$ cat src/rtl/park_lot_if.sv
// Handshake and status bundle between the parking-lot controller and its gate/keypad/display peers.
// The PARK_STATS_EN macro adds the entry_total/exit_total counters to the bundle.
interface park_lot_if;
  logic        entry_req;
  logic        exit_req;
  logic [2:0]  exit_space;
  logic        entry_ack;
  logic        entry_deny;
  logic [2:0]  space_granted;
  logic        exit_ack;
  logic        exit_err;
  logic        gate_open;
  logic [7:0]  free_map;
  logic [3:0]  free_count;
  logic        full;
  logic        empty;
`ifdef PARK_STATS_EN
  logic [15:0] entry_total;
  logic [15:0] exit_total;
`endif

  modport master (
    output entry_req, exit_req, exit_space,
    input  entry_ack, entry_deny, space_granted, exit_ack, exit_err,
    input  gate_open, free_map, free_count, full, empty
`ifdef PARK_STATS_EN
    , input entry_total, exit_total
`endif
  );

  modport slave (
    input  entry_req, exit_req, exit_space,
    output entry_ack, entry_deny, space_granted, exit_ack, exit_err,
    output gate_open, free_map, free_count, full, empty
`ifdef PARK_STATS_EN
    , output entry_total, exit_total
`endif
  );
endinterface

$ cat src/rtl/park_lot_controller.sv
// 8-space parking lot sequencer: owns the free bitmap, serves one entry/exit at a time, times the gate.
// Define PARK_STATS_EN to add saturating entry_total/exit_total ack counters.
module park_lot_controller #(
  parameter int unsigned GATE_CYCLES = 4
) (
  input  logic     clk,
  input  logic     rst,
  park_lot_if.slave bus
);

  localparam logic [1:0] IDLE    = 2'd0;
  localparam logic [1:0] ALLOC   = 2'd1;
  localparam logic [1:0] RELEASE = 2'd2;
  localparam logic [1:0] GATE    = 2'd3;

  logic [1:0] state;
  logic       prio;
  logic [7:0] gate_cnt;
  logic [7:0] free_map;
  logic [3:0] free_count;
  logic       full;
  logic       empty;
  logic [2:0] space_granted;
  logic       entry_ack;
  logic       entry_deny;
  logic       exit_ack;
  logic       exit_err;
  logic       gate_open;

  logic [2:0] alloc_idx;
  logic [7:0] alloc_map;
  logic [7:0] release_map;
  logic       exit_occupied;

`ifdef PARK_STATS_EN
  logic [15:0] entry_total;
  logic [15:0] exit_total;
  assign bus.entry_total = entry_total;
  assign bus.exit_total  = exit_total;
`endif

  function automatic logic [3:0] popcount(input logic [7:0] m);
    logic [3:0] c;
    c = '0;
    for (int unsigned i = 0; i < 8; i++) c = c + 4'(m[i]);
    return c;
  endfunction

  // Scan from the top so the last hit, i.e. the lowest free index, wins.
  always_comb begin
    alloc_idx = '0;
    for (int unsigned i = 8; i > 0; i--) begin
      if (free_map[i-1]) alloc_idx = 3'(i - 1);
    end
    alloc_map     = free_map & ~(8'b1 << alloc_idx);
    release_map   = free_map | (8'b1 << bus.exit_space);
    exit_occupied = ~free_map[bus.exit_space];
  end

  always_ff @(posedge clk or posedge rst) begin
    if (rst) begin
      state         <= IDLE;
      prio          <= 1'b0;
      gate_cnt      <= '0;
      free_map      <= '1;
      free_count    <= 4'd8;
      full          <= 1'b0;
      empty         <= 1'b1;
      space_granted <= '0;
      entry_ack     <= 1'b0;
      entry_deny    <= 1'b0;
      exit_ack      <= 1'b0;
      exit_err      <= 1'b0;
      gate_open     <= 1'b0;
`ifdef PARK_STATS_EN
      entry_total   <= '0;
      exit_total    <= '0;
`endif
    end else begin
      entry_ack  <= 1'b0;
      entry_deny <= 1'b0;
      exit_ack   <= 1'b0;
      exit_err   <= 1'b0;
      case (state)
        IDLE: begin
          if (bus.entry_req && bus.exit_req) begin
            // A full lot makes an entry win pointless, so exit is served and prio still flips.
            prio  <= ~prio;
            state <= (prio && !full) ? ALLOC : RELEASE;
          end else if (bus.exit_req) begin
            state <= RELEASE;
          end else if (bus.entry_req) begin
            if (full) entry_deny <= 1'b1;
            else      state      <= ALLOC;
          end
        end
        ALLOC: begin
          free_map      <= alloc_map;
          free_count    <= popcount(alloc_map);
          full          <= (alloc_map == 8'h00);
          empty         <= (alloc_map == 8'hFF);
          space_granted <= alloc_idx;
          entry_ack     <= 1'b1;
          gate_open     <= 1'b1;
          gate_cnt      <= 8'(GATE_CYCLES);
          state         <= GATE;
`ifdef PARK_STATS_EN
          if (entry_total != 16'hFFFF) entry_total <= entry_total + 16'd1;
`endif
        end
        RELEASE: begin
          if (exit_occupied) begin
            free_map   <= release_map;
            free_count <= popcount(release_map);
            full       <= (release_map == 8'h00);
            empty      <= (release_map == 8'hFF);
            exit_ack   <= 1'b1;
            gate_open  <= 1'b1;
            gate_cnt   <= 8'(GATE_CYCLES);
            state      <= GATE;
`ifdef PARK_STATS_EN
            if (exit_total != 16'hFFFF) exit_total <= exit_total + 16'd1;
`endif
          end else begin
            exit_err <= 1'b1;
            state    <= IDLE;
          end
        end
        GATE: begin
          if (gate_cnt <= 8'd1) begin
            gate_open <= 1'b0;
            gate_cnt  <= '0;
            state     <= IDLE;
          end else begin
            gate_cnt <= gate_cnt - 8'd1;
          end
        end
        default: state <= IDLE;
      endcase
    end
  end

  assign bus.free_map      = free_map;
  assign bus.free_count    = free_count;
  assign bus.full          = full;
  assign bus.empty         = empty;
  assign bus.space_granted = space_granted;
  assign bus.entry_ack     = entry_ack;
  assign bus.entry_deny    = entry_deny;
  assign bus.exit_ack      = exit_ack;
  assign bus.exit_err      = exit_err;
  assign bus.gate_open     = gate_open;

endmodule

$ cat src/flat_wrapper.sv
// flat-port wrapper written by rule: the top's interface ports become plain ports
module park_lot_controller_flat 
#(
  parameter int unsigned GATE_CYCLES = 4
)
  (clk, rst, bus_entry_req, bus_exit_req, bus_exit_space, bus_entry_ack, bus_entry_deny, bus_space_granted, bus_exit_ack, bus_exit_err, bus_gate_open, bus_free_map, bus_free_count, bus_full, bus_empty);
  park_lot_if bus_i ();
  input  logic clk;
  input  logic rst;
  input wire logic [$bits(bus_i.entry_req)-1:0] bus_entry_req;
  input wire logic [$bits(bus_i.exit_req)-1:0] bus_exit_req;
  input wire logic [$bits(bus_i.exit_space)-1:0] bus_exit_space;
  output wire logic [$bits(bus_i.entry_ack)-1:0] bus_entry_ack;
  output wire logic [$bits(bus_i.entry_deny)-1:0] bus_entry_deny;
  output wire logic [$bits(bus_i.space_granted)-1:0] bus_space_granted;
  output wire logic [$bits(bus_i.exit_ack)-1:0] bus_exit_ack;
  output wire logic [$bits(bus_i.exit_err)-1:0] bus_exit_err;
  output wire logic [$bits(bus_i.gate_open)-1:0] bus_gate_open;
  output wire logic [$bits(bus_i.free_map)-1:0] bus_free_map;
  output wire logic [$bits(bus_i.free_count)-1:0] bus_free_count;
  output wire logic [$bits(bus_i.full)-1:0] bus_full;
  output wire logic [$bits(bus_i.empty)-1:0] bus_empty;
  assign bus_i.entry_req = bus_entry_req;
  assign bus_i.exit_req = bus_exit_req;
  assign bus_i.exit_space = bus_exit_space;
  assign bus_entry_ack = bus_i.entry_ack;
  assign bus_entry_deny = bus_i.entry_deny;
  assign bus_space_granted = bus_i.space_granted;
  assign bus_exit_ack = bus_i.exit_ack;
  assign bus_exit_err = bus_i.exit_err;
  assign bus_gate_open = bus_i.gate_open;
  assign bus_free_map = bus_i.free_map;
  assign bus_free_count = bus_i.free_count;
  assign bus_full = bus_i.full;
  assign bus_empty = bus_i.empty;
  park_lot_controller #(.GATE_CYCLES(GATE_CYCLES)) u_core (.clk(clk), .rst(rst), .bus(bus_i));
endmodule
$ cat config.mk
export PLATFORM = sky130hd
export DESIGN_NAME = park_lot_controller_flat
export DESIGN_NICKNAME = d
export VERILOG_FILES = /design/src/rtl/park_lot_if.sv /design/src/rtl/park_lot_controller.sv /design/src/flat_wrapper.sv
export SDC_FILE = /design/constraint.sdc
export NUM_CORES = 1
export LEC_CHECK = 0
export BUFFER_PORTS_ARGS = -buffer_cell sky130_fd_sc_hd__buf_2
export CORE_MARGIN = 5
export CORE_UTILIZATION = 59
export CTS_CLUSTER_DIAMETER = 200
export DETAILED_ROUTE_END_ITERATION = 16
export PLACE_DENSITY = 0.81
export SLEW_MARGIN = 20
export SYNTH_ARGS = -nofsm -noshare
export SYNTH_HDL_FRONTEND = slang
export SYNTH_SLANG_ARGS = --single-unit
$ cat constraint.sdc
create_clock -name clk -period 4.73 [get_ports clk]
set_clock_uncertainty 0.15 [all_clocks]
set_input_delay 0.473 -clock clk [delete_from_list [all_inputs] [get_ports clk]]
set_output_delay 0.473 -clock clk [all_outputs]
set_load 0.02 [all_outputs]
==> results of run 1 <==
-- tightest hold or removal path, stage by stage --
cell   delay, ns
buf_2       0.09
inv_1       0.04
buf_4       0.36
-- state kept, by name (all words and copies together), names as in the netlist, 2 cells and up --
name	count
u_core.bus.free_count	4
u_core.bus.free_map	8
u_core.state	2
u_core.gate_cnt	8
u_core.bus.space_granted	3
-- power by group --
| part | total (µW) | switching (µW) | internal, µW |
|---|---|---|---|
| Sequential | 574 | 153 | 421 |
| Combinational | 1200 | 727 | 471 |
| Clock | 276 | 104 | 172 |
| Total | 2050 | 984 | 1060 |
-- layout make-up --
| type | instances | share of cell area [%] |
|---|---|---|
| clock buffers | 7 | 3.18 |
| flip-flops and latches | 33 | 30.8 |
| inverters | 24 | 3.31 |
| well taps | 50 | 2.30 |
| repair buffers | 30 | 5.71 |
| clock inverters | 1 | 1.10 |
| multi-input cells | 194 | 53.6 |
-- cell usage in the layout, fill, tap and decap left out, types with 4 or more instances in the layout --
cell      Yosys  layout
fa_1          8       8
a21oi_1      11      11
nor2_1       24      24
a31oi_1       5       5
a21o_1        4       4
nor3_1        9       9
nand2_1      21      21
nor2b_1       6       6
inv_1        24      24
dfrtp_1      23      23
ha_1         13      13
dfstp_2      10      10
clkbuf_8      0       6
buf_2         4      28
o31ai_1       9       9
o21ai_0      19      19
-- cell usage after synthesis (all sizes together) (2+ instances only) --
| library cell | count | area, µm² |
|---|---|---|
| a21boi | 2 | 15.0 |
| nor3 | 9 | 45.0 |
| a32o | 3 | 30.0 |
| mux2 | 2 | 22.5 |
| nand4 | 3 | 18.8 |
| dfstp | 10 | 263 |
| a21o | 4 | 30.0 |
| dfrtp | 23 | 576 |
| mux2i | 2 | 20.0 |
| inv | 24 | 90.1 |
| nor2b | 7 | 46.3 |
| a21oi | 11 | 55.1 |
| xor2 | 2 | 17.5 |
| nor3b | 2 | 15.0 |
| nor4 | 4 | 31.3 |
| clkbuf | 10 | 37.5 |
| and3 | 3 | 18.8 |
| nor2 | 24 | 90.1 |
| o41ai | 5 | 88.8 |
| and4b | 2 | 20.0 |
| nand2b | 3 | 18.8 |
| o22a | 2 | 17.5 |
| nand3 | 3 | 15.0 |
| a22o | 2 | 17.5 |
| a2111oi | 2 | 36.3 |
| ha | 13 | 163 |
| o31ai | 9 | 67.6 |
| fa | 8 | 160 |
| o21ai | 20 | 100 |
| or3 | 2 | 12.5 |
| nand2 | 21 | 78.8 |
| buf | 6 | 42.5 |
| a31oi | 5 | 31.3 |
-- per-layer routing --
metal,wire [µm],GRT usage (%)
met5,0,0
met3,278,4.19
met4,61,7.91
met1,2390,27.0
met2,2690,35.8
-- worst max path at each step --
| stage | to | slack, ns |
|---|---|---|
| finish | u_core.bus.free_count[2] | 0.94 |
| global route | u_core.bus.free_count[2] | 0.72 |
| CTS | u_core.bus.free_count[2] | 0.96 |
| detailed placement | u_core.bus.free_count[2] | 0.88 |
| global placement | u_core.bus.free_count[2] | 0.96 |
| floorplan | u_core.bus.free_count[2] | 0.92 |
-- stage by stage --
| stage | total power [µW] | util [%] |
|---|---|---|
| 2_1_floorplan | 1470 | - |
| 3_3_place_gp | 1730 | 64.4 |
| 3_5_place_dp | 1760 | 64.4 |
| 4_1_cts | 2050 | 67.3 |
| 5_1_grt | 2230 | 67.5 |
| 6_report | 2050 | 67.5 |
-- logic make-up after synthesis --
logic type,share of synthesized area [%]
AO/OA/AOI/OAI,24.0
XOR/XNOR,1.07
adder cells (fa/ha/maj),13.6
buffers and inverters,6.93
flip-flops,34.1
multiplexers,1.73
other,0.153
AND/OR/NAND/NOR,18.4
==> summary.md, run 1 <==
| Metric | Value |
|---|---|
| Post_cts resized | `0` |
| Initial Util | `61.0%` |
| Hpwl dp | `3.91 mm` |
| Rows | `23` |
| Post-route clock period utilization | `80.2%` |
| Type of origin of the critical path | `flip-flop` |
| Total grt overflow | `0` |
| EDFF count, synth | `0` |
| Cts bufs inserted | `5` |
| CTS Buffer Depth | `2` |
| Cells after Synth | `267` |
| CP Max Fanout | `11` |
| Postcts setup bufs | `0` |
| Synth Flop Type | `dfrtp_1` |
| FMAX | `264 MHz` |
| Worst endpoint required time | `4.71 ns` |
| ANT cells | `0` |
| Dpl ws | `0.882 ns` |
| Die height | `74.5 µm` |
| CTS Root Cell | `clkbuf_8` |
| Post-synthesis sequential area ratio | `34.1%` |
| Htree depth | `2` |
| 1st-iter DRT viols | `110` |
| Cell mode on critical path | `fa_1` |
| Reg area | `838 µm²` |
| Hold violation count in the final report | `0` |
| Via count of the first global-routing pass | `1966` |
| VDD IR max | `436 µV` |
| Initial antenna violation count | `0` |
| RSZ-0062 raised after global routing | `no` |
| P_leak | `0.00130 µW` |
| DRT Wirelength | `5.42 mm` |
| Worst Slack Setup Final | `0.935 ns` |
| TritonCTS Sinks | `33` |
| FF-to-FF Start | `u_core.bus.free_map[7]` |
| Syn-to-layout area delta | `10.7%` |
| Nets@finish | `316` |
| Setup Viol. Count Final | `0` |
| First-pass GRT wire length | `9.14 mm` |
| Power density over the cells | `753 mW/mm²` |
| Avg Inst Size Synth | `9.20 µm²` |
| First-pass DRT Iterations | `4` |
| Hold slack final | `0.107 ns` |
| Placed Instances | `331` |
| Post-synth cell types | `59` |
| Synth async-reset ratio | `100%` |
| Critical path's top delay family | `adder cells` |
| Post-route DRC | `0` |
| CP max stage cell | `dfstp_2` |
| R2r endpoint | `u_core.bus.free_count[2]` |
| Least-Margin Pin Slew | `0.823 ns` |
| Post-route insts no fill | `339` |
| Min-delay worst type | `in2async` |
| Filler cells | `320` |
| Clk slew on worst S/H paths | `0.07 ns` |
| GPL Wtd Cong | `0.892` |
| Worst setup path start | `u_core.bus.free_map[7]` |
| Port buffer count | `28` |
| Top Ports | `29` |
| Max Cap Viol | `0` |
| Area of the multi-input gates | `0.00146 mm²` |
| Reg2Reg Depth | `13` |
| Average wire per standard cell | `16.0 µm` |
| Layout cells sized above 1 | `20.8%` |
| Number of cells on the critical path | `13` |
| Yosys reg bits | `33` |
| Worst-path cell chain | `nor2b_1 -> o21ai_0 -> a21o_1 -> nand2_1 -> nand2_1 -> fa_1 -> fa_1 -> inv_1 -> fa_1 -> fa_1 -> xor2_1 -> a21oi_1 -> o21ai_0` |
| Ys Warns | `0` |
| Worst slew margin | `45.0%` |
| CP max stage delay | `0.64 ns` |
| Fin area | `0.00272 mm²` |
| Placed Area | `0.00259 mm²` |
| Count of pins over their slew limit | `0` |
| Core Box Area | `0.00403 mm²` |
| Vias | `2046` |
| Die width | `74.5 µm` |
| Syn Nets | `295` |
| Cell Area, Synth | `0.00246 mm²` |
| Setup TNS | `0 ns` |
| Crit. End Element | `flip-flop` |
| Worst skew pair latency | `0.29 ns` |
| Full die area | `0.00555 mm²` |
| Status | `finished clean` |
| Bufs and invs on worst path | `1` |
| Worst setup path category | `reg2reg` |
| Largest net degree at the start of global routing | `34` |
| Antenna viol nets, final | `0` |
| Hold Buf Count CTS | `0` |
| Minimum clock period | `3.79 ns` |
| CTS tree | `built` |
| Setup slack, reg-to-reg | `0.94 ns` |
| Worst EP arrival | `3.78 ns` |
| Vias/cell | `6.04` |
| Tot GR Track Use | `21.2%` |
(Power assumes the default switching activity.)
==> run 2, diff against run 1 <==
clock period = 3.8 ns   (was 4.73 ns; I/O delays follow)
==> summary.md, run 2 (synthesized netlist as in run 1, its figures left out) <==
| Metric | Value |
|---|---|
| VDD IR max | `576 µV` |
| Via count of the first global-routing pass | `2125` |
| Least-Margin Pin Slew | `0.813 ns` |
| Register share of total power | `25.9%` |
| ANT cells | `0` |
| Clock power frac | `10.1%` |
| RSZ-0062 raised after global routing | `no` |
| Worst endpoint required time | `3.78 ns` |
| Nets@finish | `329` |
| Port buffer count | `28` |
| Core Box Area | `0.00403 mm²` |
| TritonCTS Sinks | `33` |
| Minimum clock period | `3.60 ns` |
| Setup Viol. Count Final | `0` |
| Count of pins over their slew limit | `0` |
| Syn-to-layout area delta | `12.9%` |
| Worst setup path category | `reg2reg` |
| Post_cts resized | `0` |
| 1st-iter DRT viols | `180` |
| Comb pwr share | `64.0%` |
| Critical path's top delay family | `adder cells` |
| Worst skew pair latency | `0.29 ns` |
| Min-delay worst type | `in2async` |
| CP max stage cell | `dfstp_2` |
| Total grt overflow | `0` |
| Rows | `23` |
| P_sw | `1260 µW` |
| Type of origin of the critical path | `flip-flop` |
| Leading cell type in the layout, fill and taps excluded | `buf_2` |
| Worst slew margin | `45.6%` |
| CTS Buffer Depth | `2` |
| GPL Wtd Cong | `0.901` |
| Hold Buf Count CTS | `0` |
| Vias/cell | `6.26` |
| Full die area | `0.00555 mm²` |
| Reg2Reg Depth | `13` |
| Initial antenna violation count | `0` |
| Bufs and invs on worst path | `1` |
| Setup TNS | `0 ns` |
| Worst EP arrival | `3.58 ns` |
| Top Ports | `29` |
| Post-route DRC | `0` |
| Tot GR Track Use | `23.1%` |
| Htree depth | `2` |
| Cts bufs inserted | `5` |
| Largest net degree at the start of global routing | `34` |
| Initial Util | `61.0%` |
| Filler cells | `328` |
| Int Pwr | `1280 µW` |
| Status | `finished clean` |
| DRT Wirelength | `5.89 mm` |
| Hold violation count in the final report | `0` |
| Crit. End Element | `flip-flop` |
| Sw Share | `49.5%` |
| First-pass GRT wire length | `9.86 mm` |
| FMAX | `278 MHz` |
| CTS Root Cell | `clkbuf_8` |
| Fin area | `0.00277 mm²` |
| Die width | `74.5 µm` |
| Commonest non-fill, non-tap cells in the layout | `buf_2, inv_1, nor2_1` |
| Worst-path cell chain | `nor2b_2 -> o21ai_0 -> a21o_1 -> nand2_1 -> nand2_1 -> fa_1 -> fa_1 -> inv_1 -> fa_1 -> fa_1 -> xor2_1 -> a21oi_1 -> o21ai_0` |
| Antenna viol nets, final | `0` |
| Power density over the cells | `916 mW/mm²` |
| CP Max Fanout | `2` |
| CTS tree | `built` |
| First-pass DRT Iterations | `5` |
| Clk slew on worst S/H paths | `0.07 ns` |
| P_leak | `0.00134 µW` |
| Placed Area | `0.00269 mm²` |
| CP max stage delay | `0.52 ns` |
| Vias | `2205` |
| Cell mode on critical path | `fa_1` |
| Hold slack final | `0.0254 ns` |
| Die height | `74.5 µm` |
| Average wire per standard cell | `16.7 µm` |
| Max Cap Viol | `0` |
| Postcts setup bufs | `0` |
| Layout cells sized above 1 | `23.8%` |
| Hpwl dp | `4.44 mm` |
| Biggest regs | `u_core.bus.free_map x8, u_core.gate_cnt x8, u_core.bus.free_count x4` |
| Post-route clock period utilization | `94.7%` |
| Number of cells on the critical path | `13` |
run 2: worst paths after layout:
kind,from,to,slack (ns)
max in group asynchronous,rst,u_core.bus.free_count[3],3.14
max reg2reg,u_core.bus.free_map[7],u_core.bus.free_count[2],0.20
min in group clk,bus_entry_req,u_core.bus.entry_deny,0.26
min reg2reg,u_core.bus.free_count[1],u_core.bus.free_count[1],0.32
max,u_core.bus.free_map[7],u_core.bus.free_count[2],0.20
min,rst,u_core.bus.entry_ack,0.03
run 2: metal layers:
layer | wire length, µm | share of wire, % | GRT usage (%) | vias up
li1 | - | - | - | 1016
met1 | 2460 | 42 | 29.6 | 1051
met5 | 0 | 0 | 0 | -
met2 | 2840 | 48 | 38.0 | 115
met4 | 140 | 2.4 | 10.7 | 0
met3 | 446 | 7.6 | 3.92 | 23
run 2: through the flow:
stage / power (µW) / worst slack (ns) / utilization (%) / std cells
6_report: 2540 / 0.202 / 68.9 / 352
5_1_grt: 2770 / 0.0274 / 68.9 / 352
4_1_cts: 2540 / 0.176 / 68.8 / 352
3_5_place_dp: 2280 / 0.0194 / 66.8 / 344
3_3_place_gp: 2220 / 0.127 / 66.8 / 344
2_1_floorplan: 1830 / 0.0531 / - / 267
run 2: area by class of cell:
| cell class | count | area, µm² | area share (%) |
|---|---|---|---|
| Inverter | 24 | 90.1 | 3.25 |
| Multi-Input combinational cell | 194 | 1450 | 52.3 |
| Tap cell | 50 | 62.6 | 2.26 |
| Clock buffer | 8 | 80.1 | 2.89 |
| Sequential cell | 33 | 838 | 30.2 |
| Timing Repair Buffer | 43 | 253 | 9.11 |
run 2: power by group through the flow:
stage               clock network, µW  registers [µW]  logic, µW
floorplan                           0             734       1090
global placement                    0             652       1570
detailed placement                  0             662       1620
finish                            256             658       1630
global route                      275             677       1810
CTS                               261             656       1620
run 2: worst reg2reg max path, cell delays in order, from the launching register on:
cell,delay [ns]
dfstp_2,0.52
nor2b_2,0.14
o21ai_0,0.08
a21o_1,0.21
nand2_1,0.10
nand2_1,0.09
fa_1,0.49
fa_1,0.49
inv_1,0.05
fa_1,0.39
fa_1,0.39
xor2_1,0.15
a21oi_1,0.14
o21ai_0,0.09
==> run 3, diff against run 2 <==
ABC_AREA = 1   (was default)
ABC_CLOCK_PERIOD_IN_PS = 3800   (was default)
CORE_UTILIZATION = 58   (was 59)
PLACE_DENSITY = 0.8   (was 0.81)
SKIP_CTS_REPAIR_TIMING = 1   (was default)
==> summary.md, run 3 <==
| Metric | Value |
|---|---|
| Commonest cells in the netlist | `nand2_1, inv_1, dfrtp_1` |
| Cell mode on critical path | `nand2_1` |
| CP Max Fanout | `6` |
| Worst setup path start | `u_core.bus.free_map[6]` |
| Worst setup path category | `reg2reg` |
| Layout cells sized above 1 | `22.7%` |
| Reg2Reg Depth | `19` |
| First-pass GRT wire length | `8.90 mm` |
| 1st-iter DRT viols | `94` |
| DRT Wirelength | `5.44 mm` |
| Average wire per standard cell | `13.8 µm` |
| Leading cell type in the layout, fill and taps excluded | `nand2_1` |
| Port buffer count | `28` |
| FMAX | `278 MHz` |
| Fin area | `0.00272 mm²` |
| VDD IR max | `172 µV` |
| Minimum clock period | `3.60 ns` |
| R2r endpoint | `u_core.bus.free_count[2]` |
| First-pass DRT Iterations | `4` |
| Cells after Synth | `306` |
| Setup Viol. Count Final | `0` |
| Die width | `73.9 µm` |
| Post-synthesis sequential area ratio | `35.4%` |
| Cts bufs inserted | `5` |
| Top Ports | `29` |
| Comb pwr share | `5.1%` |
| Count leader, synth | `nand2_1` |
| Core Box Area | `0.00397 mm²` |
| Top-area cell type share of the netlist area | `24.3%` |
| Largest net degree at the start of global routing | `29` |
| Yosys reg bits | `33` |
| Synth top area cells | `dfrtp_1, nand2_1, dfstp_2, inv_1, ha_1` |
| Worst skew pair latency | `0.29 ns` |
| Post-synth cell types | `34` |
| Full die area | `0.00546 mm²` |
| Number of cells on the critical path | `19` |
| Antenna viol nets, final | `0` |
| Vias/cell | `5.33` |
| Total grt overflow | `0` |
| Hold violation count in the final report | `0` |
| Sw Share | `21.4%` |
| Initial Util | `59.7%` |
| Hpwl dp | `4.10 mm` |
| Worst slew margin | `59.6%` |
| P_sw | `158 µW` |
| Htree depth | `2` |
| P_leak | `0.00141 µW` |
| Synth async-reset ratio | `100%` |
| Tot GR Track Use | `21.5%` |
| Min-delay worst type | `in2async` |
| Crit. End Element | `flip-flop` |
| Critical path's top delay family | `adder cells` |
| Cell Area, Synth | `0.00237 mm²` |
| CP max stage cell | `dfstp_2` |
| TritonCTS Sinks | `33` |
| EDFF count, synth | `0` |
| Hold slack final | `0.000139 ns` |
| Count of pins over their slew limit | `0` |
| Clk slew on worst S/H paths | `0.07 ns` |
| Register share of total power | `47.9%` |
| CTS tree | `built` |
| GPL Wtd Cong | `0.939` |
| Final core occ | `68.5%` |
| Setup TNS | `0 ns` |
| Initial antenna violation count | `0` |
| Placed Area | `0.00256 mm²` |
| Bufs and invs on worst path | `2` |
| Post-route DRC | `0` |
| Setup slack, reg-to-reg | `0.20 ns` |
| Synth Flop Type | `dfrtp_1` |
| Status | `finished clean` |
| Syn Nets | `334` |
| FF-to-FF Start | `u_core.bus.free_map[6]` |
| Worst endpoint required time | `3.82 ns` |
| Worst EP arrival | `3.63 ns` |
| CTS Buffer Depth | `2` |
| CTS Root Cell | `clkbuf_8` |
| Biggest regs | `u_core.bus.free_map x8, u_core.gate_cnt x8, u_core.bus.free_count x4` |
| Int Pwr | `577 µW` |
| Worst-path cell chain | `inv_4 -> nand2_1 -> nand2_1 -> nand2_1 -> nand2_2 -> nand2_2 -> nand2_2 -> nand2_1 -> nand2_1 -> nand2_2 -> fa_1 -> fa_1 -> inv_1 -> fa_2 -> fa_2 -> xnor2_1 -> nand2_1 -> o21ai_1 -> o21ai_1` |
| Max Cap Viol | `0` |
| Least-Margin Pin Slew | `0.606 ns` |
| Commonest non-fill, non-tap cells in the layout | `nand2_1, inv_1, buf_2` |
| Power density over the cells | `270 mW/mm²` |
| Nets@finish | `371` |
| Vias | `2101` |
| Worst setup endpoint | `u_core.bus.free_count[2]` |
| Filler cells | `334` |
| Post-route clock period utilization | `94.8%` |
| Cell taking the most area after synthesis | `dfrtp_1` |
| Die height | `73.9 µm` |
| Via count of the first global-routing pass | `1948` |
| Type of origin of the critical path | `flip-flop` |
| Clock power frac | `47.1%` |
| Ys Warns | `0` |
| Syn-to-layout area delta | `14.8%` |
| ANT cells | `0` |
| Avg Inst Size Synth | `7.74 µm²` |
| CP max stage delay | `0.57 ns` |
| Rows | `23` |
## run 3: cell types whose count changed after synthesis, sizes merged, moves of 4 or more
cell / delta
a21o: -4
clkbuf: -9
inv: +28
nand2: +63
nand3: +16
nor2b: -7
nor3: -5
o21ai: +14
o31ai: -7
o41ai: -5
## run 3: through the flow
step                      total power, µW  cells  setup slack [ns]
after floorplan                       383    306             0.226
after global placement                394    383             0.103
after detailed placement              395    383           0.00603
after CTS                             742    391          -0.00152
after global routing                  765    394           -0.0165
final                                 735    394             0.199
## run 3: final cells by class
| class | instances | area, µm² | share of cell area, % |
|---|---|---|---|
| clock buffer | 7 | 86.3 | 3.17 |
| clock inverter | 1 | 30.0 | 1.10 |
| inverter | 52 | 200 | 7.36 |
| multi-input combinational | 217 | 1320 | 48.4 |
| sequential | 33 | 838 | 30.8 |
| tap | 50 | 62.6 | 2.30 |
| timing repair buffer | 34 | 185 | 6.81 |
## run 3: worst min path at each step
stage / endpoint / slack (ns) / depth (start not counted)
floorplan: u_core.prio / 0.29 / 1
global placement: u_core.prio / 0.30 / 1
detailed placement: u_core.bus.free_count[3] / 0.31 / 2
CTS: u_core.bus.entry_deny / 0.12 / 2
global route: u_core.bus.exit_err / 0.06 / 2
finish: u_core.bus.exit_err / 0.0001 / 2
## run 3: cell families (layout without fill, tap and decap cells)
kind of cell | after synthesis | in the layout | share of synthesized area (%)
and+or+nand+nor | 136 | 136 | 25.8
buffers and inverters | 56 | 94 | 9.66
AOI/OAI and AO/OA | 53 | 53 | 13.2
DFF | 33 | 33 | 35.4
adders and majority gates | 21 | 21 | 13.6
xor gates and xnor gates | 6 | 6 | 2.22
other | 1 | 1 | 0.158
## run 3: power by group through the flow
stage	logic, µW	clock network (µW)	registers, µW
3_3_place_gp	35.9	0	358
5_1_grt	42.8	371	351
4_1_cts	37.3	353	352
6_report	37.4	346	352
3_5_place_dp	37.0	0	358
2_1_floorplan	25.0	0	358
## run 3: metal layers
metal	vias up	GRT usage, %	wire length [µm]
li1	1048	-	-
met1	948	29.6	2470
met2	89	33.4	2450
met3	16	4.79	383
met4	0	7.65	138
met5	-	0	0
## run 3: worst reg2reg max path: stages, from the launching register on
cell and delay (ns):
dfstp_2 0.57, inv_4 0.06, nand2_1 0.05, nand2_1 0.04
nand2_1 0.08, nand2_2 0.06, nand2_2 0.08, nand2_2 0.06
nand2_1 0.08, nand2_1 0.08, nand2_2 0.11, fa_1 0.44
fa_1 0.49, inv_1 0.05, fa_2 0.36, fa_2 0.35
xnor2_1 0.15, nand2_1 0.08, o21ai_1 0.08, o21ai_1 0.08
